[config.mk]
export PLATFORM = sky130hd
export DESIGN_NAME = operand_select_latch
export DESIGN_NICKNAME = d
export VERILOG_FILES = /design/src/rtl/operand_select_latch.sv
export SDC_FILE = /design/constraint.sdc
export NUM_CORES = 1
export LEC_CHECK = 0
export CAP_MARGIN = 20
export CORE_ASPECT_RATIO = 1.25
export CORE_MARGIN = 3
export CORE_UTILIZATION = 37
export CTS_CLUSTER_SIZE = 24
export DETAILED_ROUTE_END_ITERATION = 8
export PLACE_DENSITY = 0.79
export SLEW_MARGIN = 10
export SYNTH_ARGS = -nofsm -noshare
export SYNTH_HDL_FRONTEND = slang
export SYNTH_SLANG_ARGS = --single-unit
[constraint.sdc]
create_clock -name clk -period 1.9 [get_ports clk]
set_input_delay 0.38 -clock clk [delete_from_list [all_inputs] [get_ports clk]]
set_output_delay 0.38 -clock clk [all_outputs]
set_load 0.005 [all_outputs]
[src/rtl/operand_select_latch.sv]
// Operand select stage: 8:1 operand mux feeding a 2-entry skid buffer.
// ready_out/valid_out come from registered occupancy only, so upstream never sees ready_in combinationally.
module operand_select_latch #(
    parameter int WIDTH = 32,
    parameter int TAGW  = 3
) (
    input  logic             clk,
    input  logic             reset,
    input  logic             flush,
    input  logic             valid_in,
    output logic             ready_out,
    input  logic [TAGW-1:0]  sel,
    input  logic [WIDTH-1:0] src_a,
    input  logic [WIDTH-1:0] src_b,
    input  logic [WIDTH-1:0] src_c,
    input  logic [WIDTH-1:0] src_d,
    input  logic [WIDTH-1:0] src_e,
    input  logic [WIDTH-1:0] src_f,
    input  logic [WIDTH-1:0] src_g,
    input  logic [WIDTH-1:0] src_h,
    output logic             valid_out,
    input  logic             ready_in,
    output logic [WIDTH-1:0] data_out,
    output logic [TAGW-1:0]  sel_out,
    output logic [1:0]       count
);

    typedef struct packed {
        logic [TAGW-1:0]  sel;
        logic [WIDTH-1:0] data;
    } entry_t;

    logic [3:0][WIDTH-1:0] lo_half, hi_half;
    logic [WIDTH-1:0]      lo_word, hi_word, sel_word;
    entry_t [1:0]          mem;
    entry_t                wr_entry;
    logic                  head, tail;
    logic                  push, pop;

    // Same split as the upstream 8-way mux: sel[2] picks half, sel[1:0] picks within it.
    assign lo_half  = {src_d, src_c, src_b, src_a};
    assign hi_half  = {src_h, src_g, src_f, src_e};
    assign lo_word  = lo_half[sel[1:0]];
    assign hi_word  = hi_half[sel[1:0]];
    assign sel_word = sel[2] ? hi_word : lo_word;

    assign wr_entry = '{sel: sel, data: sel_word};

    assign ready_out = (count != 2'd2);
    assign valid_out = (count != 2'd0);
    assign push      = valid_in & ready_out;
    assign pop       = valid_out & ready_in;

    assign data_out = mem[head].data;
    assign sel_out  = mem[head].sel;

    always_ff @(posedge clk) begin
        if (reset) begin
            head  <= 1'b0;
            tail  <= 1'b0;
            count <= 2'd0;
            mem   <= '0;
        end else if (flush) begin
            // Pointers only; stale entry contents remain visible on data_out.
            head  <= 1'b0;
            tail  <= 1'b0;
            count <= 2'd0;
        end else begin
            if (push) begin
                mem[tail] <= wr_entry;
                tail      <= ~tail;
            end
            if (pop) begin
                head <= ~head;
            end
            case ({push, pop})
                2'b10:   count <= count + 2'd1;
                2'b01:   count <= count - 2'd1;
                default: count <= count;
            endcase
        end
    end

endmodule
* Word-level counts from Yosys, hierarchy flattened
Index checks and enable logic that the tools add are counted.
Cells by class: add/sub/neg operators 2, magnitude comparators 4, equality and inequality tests 3, mux-type cells 11, bitwise operators 5, reductions and logical operators 5
Operators with widths (number):
- binary-select mux 32 bit (select 2 bit) | 2
- 2-to-1 mux 35 bit | 3
- 2-to-1 mux 32 bit | 3
- bitwise mux 70 bit | 1
- demux 35 bit (select 1 bit) | 1
- < comparator 1 x 2 -> 1 bit (second input constant) | 2
- case mux 2 bit (2 select lines) | 1
- nonzero test 2 bit | 2
- < comparator 2 x 3 -> 1 bit (second input constant) | 1
- inverter 1 bit | 3
- adder 2 x 1 -> 2 bit (second input constant) | 1
- AND 1 bit | 2
- == test 2 x 1 -> 1 bit (second input constant) | 1
- == test 2 bit (second input constant) | 1
- != test 2 bit (second input constant) | 1
- AND reduction 2 bit | 1
- OR reduction 2 bit | 1
- subtractor 2 x 1 -> 2 bit (second input constant) | 1
- >= comparator 1 bit (second input constant) | 1
- logical AND 1 bit | 1
Storage, ports and cells: register bits 74, input bits 264, output and inout bits 39, word-level logic and storage cells 37

* Depth between registers and ports, before layout
depth after elaboration 5, depth in mapped cells 7, gate-level depth less buffers 7

* Least setup slack after synthesis
Ideal clock, no wire load.
kind register -> register, start point register count[1], end point register count[1], arrival 1.434 ns, data required time 1.770 ns, path slack 0.337 ns, cell stages (with the launch flop) 7, path buffers 0, clock period less this slack 1.563 ns, path through dfxtp_1 or2_2 and2_1 ha_1 nor2_1 xnor2_1 nor3_1
Between the ends: longest elaborated chain between the ends 4
Ends and longest elaborated chain:
- start: declaration | line 25 | output logic [1:0] count
- start signal: assignment | line 77 | 2'b10: count <= count + 2'd1;
- start signal: assignment | line 78 | 2'b01: count <= count - 2'd1;
- start signal: assignment | line 79 | default: count <= count;
- nonzero test 2 bit * | line 50 | assign valid_out = (count != 2'd0);
- via valid_out | line 21 | output logic valid_out,
- AND 1 bit * | line 52 | assign pop = valid_out & ready_in;
- via pop | line 38 | logic push, pop;
- == test 2 x 1 -> 1 bit or == test 2 bit (tied branches) | line 76 | case ({push, pop})
- case mux 2 bit (2 select lines) or nonzero test 2 bit (tied branches)
Mark *: on every way through the listed nets, which the timed path passes. The rest lies on a longest branch. A chain may end at the register's enable or synchronous reset.

* Worst setup path in the final report
start point register head, end point output data_out[1]
Between the ends: longest elaborated chain between the ends 2
Ends and longest elaborated chain:
- start: declaration | line 37 | logic head, tail;
- start signal: assignment | line 74 | head <= ~head;
- 2-to-1 mux 35 bit (2 in a row)
- end: declaration | line 23 | output logic [WIDTH-1:0] data_out,
No other way between the ends. The select of a mux whose other input is x is not followed.

==> flow_summary.toml <==
[outcome]
status = "finished clean"

[pwr]
clkPwrFrac_pct = 36.0
p_leak_nw = 3.27
p_comb_share_pct = 29.2
p_sw_mw = 1.07
ir_worst_vdd_v = 0.000394
power.density_nw_per_um2 = 561
power.total_mw = 4.75
pwr-share-seq_pct = 34.8
intPower_mw = 3.68
p_sw_share_pct = 22.6

[floorplanning]
chipWidth_microns = 107
ioPinCount = 303
core_area_sq_um = 12300
fp.dieH_microns = 132
dieArea_sq_um = 14000
fp-row-count = 45
initial_utilization_pct = 38.1

[route]
routed_via_density = 5.35
drt_iter0_drc = 193
dr_total_vias = 4572
wl_per_cell_microns = 21.0
dr.pass1.iters = 4
drc = 0
routed_wl_microns = 18000
ant_nets = 0

[synthesis]
syn-instance-count = 371
synth-main-ff-cell = "dfxtp_1"
yosys.area.top_type = "dfxtp_1"
synth.yosys.seq_area_share_pct = 31.6
yosys_warnings = 0
async_flop_share_pct = 0
post_synth.cell_area_avg_sq_um = 12.6
ys_ff_latch = 74
synth_cell_types = 26
synth_top_area_share_pct = 31.6
syn-num-nets = 636
syn_area_sq_um = 4680
synth_edf_count = 0
synthTopCellsByArea = "dfxtp_1 32%, mux4_2 31%, mux2_2 8.4%, mux2i_1 8.1%, o2bb2ai_1 6.0%"

[finish]
syn_to_final_growth_pct = 80.9
multi_input_area_sq_um = 3060
nFillCells = 998
layout_commonest_cell = "clkdlybuf4s50_1"
drive_gt1_share_pct = 27.9
layout.nets = 950
seq_area_sq_um = 1490
mostFrequentLayoutCells = "264 x clkdlybuf4s50_1, 72 x dfxtp_1, 64 x mux4_2"

[global_routing]
antenna_found_initial = 4
gr-usage-met1_pct = 27.1
grt_pass1_vias = 5085
grt_pass1_wl_microns = 27500
use_met2_pct = 46.3
track_usage_pct = 25.3
grt_max_degree = 42
use_met3_pct = 9.36
gr-max-usage-layer = "met2"
overflow = 0

[critical_path]
worst-path-max-fanout = 8
arrival_ns = 1.49
critPathKind = "flip-flop to output pin"
cp.required_ns = 1.52
rr_startpoint = "count[1]"
startpoint_type = "flip-flop"
cpMaxStageDelayCell = "dfxtp_4"
slowest_delay_ns = 0.37
startpoint = "head"
end_kind = "output pin"
r2r_setup_slack_ns = 0.16
crit_chain = "buf_4 > mux2_2 > clkdlybuf4s15_2"

[clocking]
cts_sinks = 74
insertion_delay_ns = 0.32
htreeDepth = 3
cts_root_buffer = "clkbuf_16"
numCtsBuffers = 9
clk_path_buf_depth = 2
clkSlewWorstSetupHoldPaths_ns = 0.05
cts_tree = "done"

[min_path]
hp-class = "flip-flop to flip-flop"
hold_start = "mem[47]"

[timing]
period_minus_slack_ns = 1.87
worst_slack_ns = 0.0347
max_freq_ghz = 0.536
worst_pin_slew_ns = 0.836
slew_headroom_pct = 44.1
rsz0062_at_grt = "yes"
maxSlewViolCount = 0
final-setup-viol-count = 0
fin_worst_skew_ns = 0.00529
timing.hold.ws_ns = 0.446
period_share_pct = 98.2
hold_violations = 0

[placement]
place_hpwl_microns = 14100
place.gp.congestion = 0.774
pre_cts_ws_ns = -0.193
io_buffers = 302

[run]
maxCapViolCount = 0
[critical path, delay by kind of cell (launching register included)]
family	cells	cell delay (ns)
buffers and inverters	2	0.43
flip-flops	1	0.37
multiplexers	1	0.36
[power by group through the flow]
stage	Combinational [mW]	Sequential, mW	Clock (mW)
floorplan	0.578	1.68	0
global placement	1.36	1.68	0
detailed placement	1.39	1.68	0
CTS	1.41	1.65	1.74
global route	1.48	1.66	1.80
finish	1.39	1.65	1.71
[what timing repair did]
action / in CTS / in global routing
gates cloned: 4 / 0
hold buffers: 0 / 0
setup buffers: 16 / 0
setup endpoints to repair: 35 / 18
gates resized for setup: 154 / 9
[synth_stat cells, types with 2 or more instances]
cell type   n
nand2b_4    2
o2bb2ai_1  32
nand2_1    33
clkbuf_1    8
nor3_1      4
mux2i_1    38
o21ai_1    32
nor2_1      7
buf_2      22
xnor2_1     3
mux2_2     35
dfxtp_1    74
xor2_1      2
buf_6       4
mux4_2     64
[final timing paths]
kind / to / cells past startpoint
worst min-delay path: mem[47] / 2
worst max-delay path: data_out[1] / 3
worst max register to register: mem[27] / 4
worst min register to register: mem[47] / 2
[final cells by class]
cell class,count,area share (%)
Timing Repair Buffer,339,40.2
Multi-Input combinational cell,260,36.1
Sequential cell,74,17.6
Clock buffer,13,3.19
Tap cell,164,2.42
Clock inverter,2,0.414
Inverter,1,0.0443
Antenna cell,1,0.0296
[stage by stage]
stage | instance area [sq um] | utilization [%] | std cells | TNS [ns]
3_5_place_dp | 8000 | 65.2 | 824 | -5.47
2_1_floorplan | 4680 | - | 371 | 0
5_1_grt | 8460 | 69.0 | 853 | -0.0162
4_1_cts | 8540 | 69.6 | 858 | -0.290
6_report | 8470 | 69.0 | 854 | 0
3_3_place_gp | 8000 | 65.2 | 824 | -4.31
[state kept, by name, indices dropped and copies added (netlist names)]
register,flops
count,2
head,1
mem,70
tail,1
[layer usage]
layer / wire length [microns] / up-vias
li1: - / 2096
met1: 6370 / 2200
met2: 9440 / 239
met3: 1790 / 31
met4: 329 / 6
met5: 38 / -
[logic make-up (layout without fill, tap and decap cells)]
kind of cell / after synthesis / after routing / share of synthesized area, %
adders and majority gates: 1 / 1 / 0.267
buffers and inverters: 37 / 355 / 4.52
other: 0 / 1 / 0
and+or+nand+nor: 52 / 52 / 5.53
xor gates and xnor gates: 5 / 5 / 0.936
AOI/OAI and AO/OA: 65 / 65 / 9.76
DFF: 74 / 74 / 31.6
muxes: 137 / 137 / 47.3
No activity file was read; power rests on OpenSTA's default activity.
==> edit (same settings) <==
`TAGW`: 3 -> 5.
--- a/src/rtl/operand_select_latch.sv
+++ b/src/rtl/operand_select_latch.sv
@@ -3,5 +3,5 @@
 module operand_select_latch #(
     parameter int WIDTH = 32,
-    parameter int TAGW  = 3
+    parameter int TAGW  = 5
 ) (
     input  logic             clk,
Ports: changed (resized sel and sel_out); port bits go from 303 to 307. The function was not compared with the original's and may differ.
==> edit against the original RTL <==
Setup slack worse by 24 ps. Routed wire length down 0.98%. Synthesized area up 4.1%. Total power up 2.0%. Sequential cell count up 4. Clock skew down 1.0 ps. Core utilization down 1.6 points. Final area up 1.6%. Critical path type unchanged. Largest cell class unchanged. Largest power group is now registers.
==> edit: results (changes against the original RTL) <==
| Metric | Value |
|---|---|
| Final Skew | 4.25 ps (-1.05 ps) |
| Relative slew slack | 0.715 (+0.273) |
| Yosys cell types | 27 (+3.8%) |
| Antenna violations before repair | 0 (-4) |
| Min-delay src | mem[45]$_SDFFE_PP0P_ |
| Register-to-Register Path Depth | 7 (+3) |
| Inserted Diodes | 0 (-1) |
| Fraction of the yosys area taken by sequential cells | 0.320 (+0.00384) |
| CLK BUF | 12 (-1) |
| Length of the first detailed-routing pass in iterations | 5 (+1) |
| List of most frequent post-synthesis cells | dfxtp_1, mux4_2, mux2i_1, nand2_1 |
| Placer Congestion | 0.867 (+12%) |
| Last element of the critical path | data_out[18] |
| PortBufs | 306 (+1.3%) |
| Filler instances | 997 (-0.10%) |
| Largest registers | mem: 74 flops, count: 2 flops |
| Area share of the leading cell type in the synthesized netlist | 0.320 (+0.00384) |
| Via count of the first global-routing pass | 5254 (+3.3%) |
| Outcome | finished, final reports clean |
| Cell count after placement | 844 (+2.4%) |
| Cell area after placement | 8190 sq um (+2.4%) |
| Mapped Nets | 653 (+2.7%) |
| Sinks on the clock net | 78 (+5.4%) |
| Multi-input combinational cell count | 270 (+3.8%) |
| Syn_area_per_cell | 12.6 sq um (about the same) |
| Nonclk buf count | 337 (-0.59%) |
| Fraction of layout instances using a drive strength above 1 | 0.275 (-0.00374) |
| Leak Pwr | 3.34 nW (+2.1%) |
| Avg WL per Cell | 20.5 microns (-2.8%) |
| Maximum number of pins on one net before global-route repair | 35 (-17%) |
| FF-to-FF setup slack | 340 ps (+180 ps) |
| HPWL after detailed placement | 14.1 mm (+0.32%) |
| Sequential Area | 1570 sq um (+5.4%) |
| Top cells by area in the synthesized netlist | dfxtp_1, mux4_2, mux2i_1 |
| End of the worst hold path | mem[45]$_SDFFE_PP0P_ |
| Number of instances in the synthesized netlist | 386 (+4.0%) |
| Endpoint of the worst-slack reg-to-reg timing path | count[1]$_SDFFE_PP0P_ |
| Count of routing violations after the opening detailed-route iteration | 173 (-10%) |
| Combined area of the multi-input logic cells | 3120 sq um (+2.0%) |
| Wire length of the first global-routing pass | 27.2 mm (-0.91%) |
[edit: changes by cell type after synthesis, moves of 6 or more]
cell	before	now
mux2_1	0	8
mux2_2	35	29
buf_2	22	16
buf_6	4	11
[edit: layer usage]
| layer | track usage | wire, microns |
|---|---|---|
| met3 | 0.0558 | 1370 |
| met5 | 0 | 0 |
| met2 | 0.453 | 9790 |
| met1 | 0.256 | 6150 |
| met4 | 0.100 | 476 |
[edit: worst max-delay path, delay by kind of cell, from the launching register on]
kind / cells / cell delay (ps)
buf+inv: 4 / 480
mux: 1 / 340
flops: 1 / 370
[edit: logic make-up (layout without fill, tap and decap cells)]
logic type,after synthesis,after routing,synth area share
AO/OA/AOI/OAI,65,65,0.0921
XOR/XNOR,5,5,0.00899
adder cells (fa/ha/maj),1,1,0.00257
buffers and inverters,38,354,0.0518
flip-flops,78,78,0.320
multiplexers,143,143,0.467
AND/OR/NAND/NOR,56,56,0.0567
[edit: stage by stage]
stage | setup WS, ps | hold slack (ps)
detailed placement | 58.8 | 438
global placement | 100 | 432
CTS | -103 | 446
finish | 10.6 | 443
floorplan | 347 | 422
global route | -26.3 | 464
[edit: where the power goes]
group          leakage, nW  internal (mW)  switching, mW
clock                0.152           1.08          0.632
sequential           0.635           1.70         0.0395
combinational         2.55          0.948          0.444
[edit: timing repair]
action                                  CTS  global route
endpoints found under the setup margin   37            23
gates cloned                              5             0
hold endpoints to repair                  0             0
gates resized for setup                 132            23
pin swaps                                 0             0
buffers inserted                          4             1
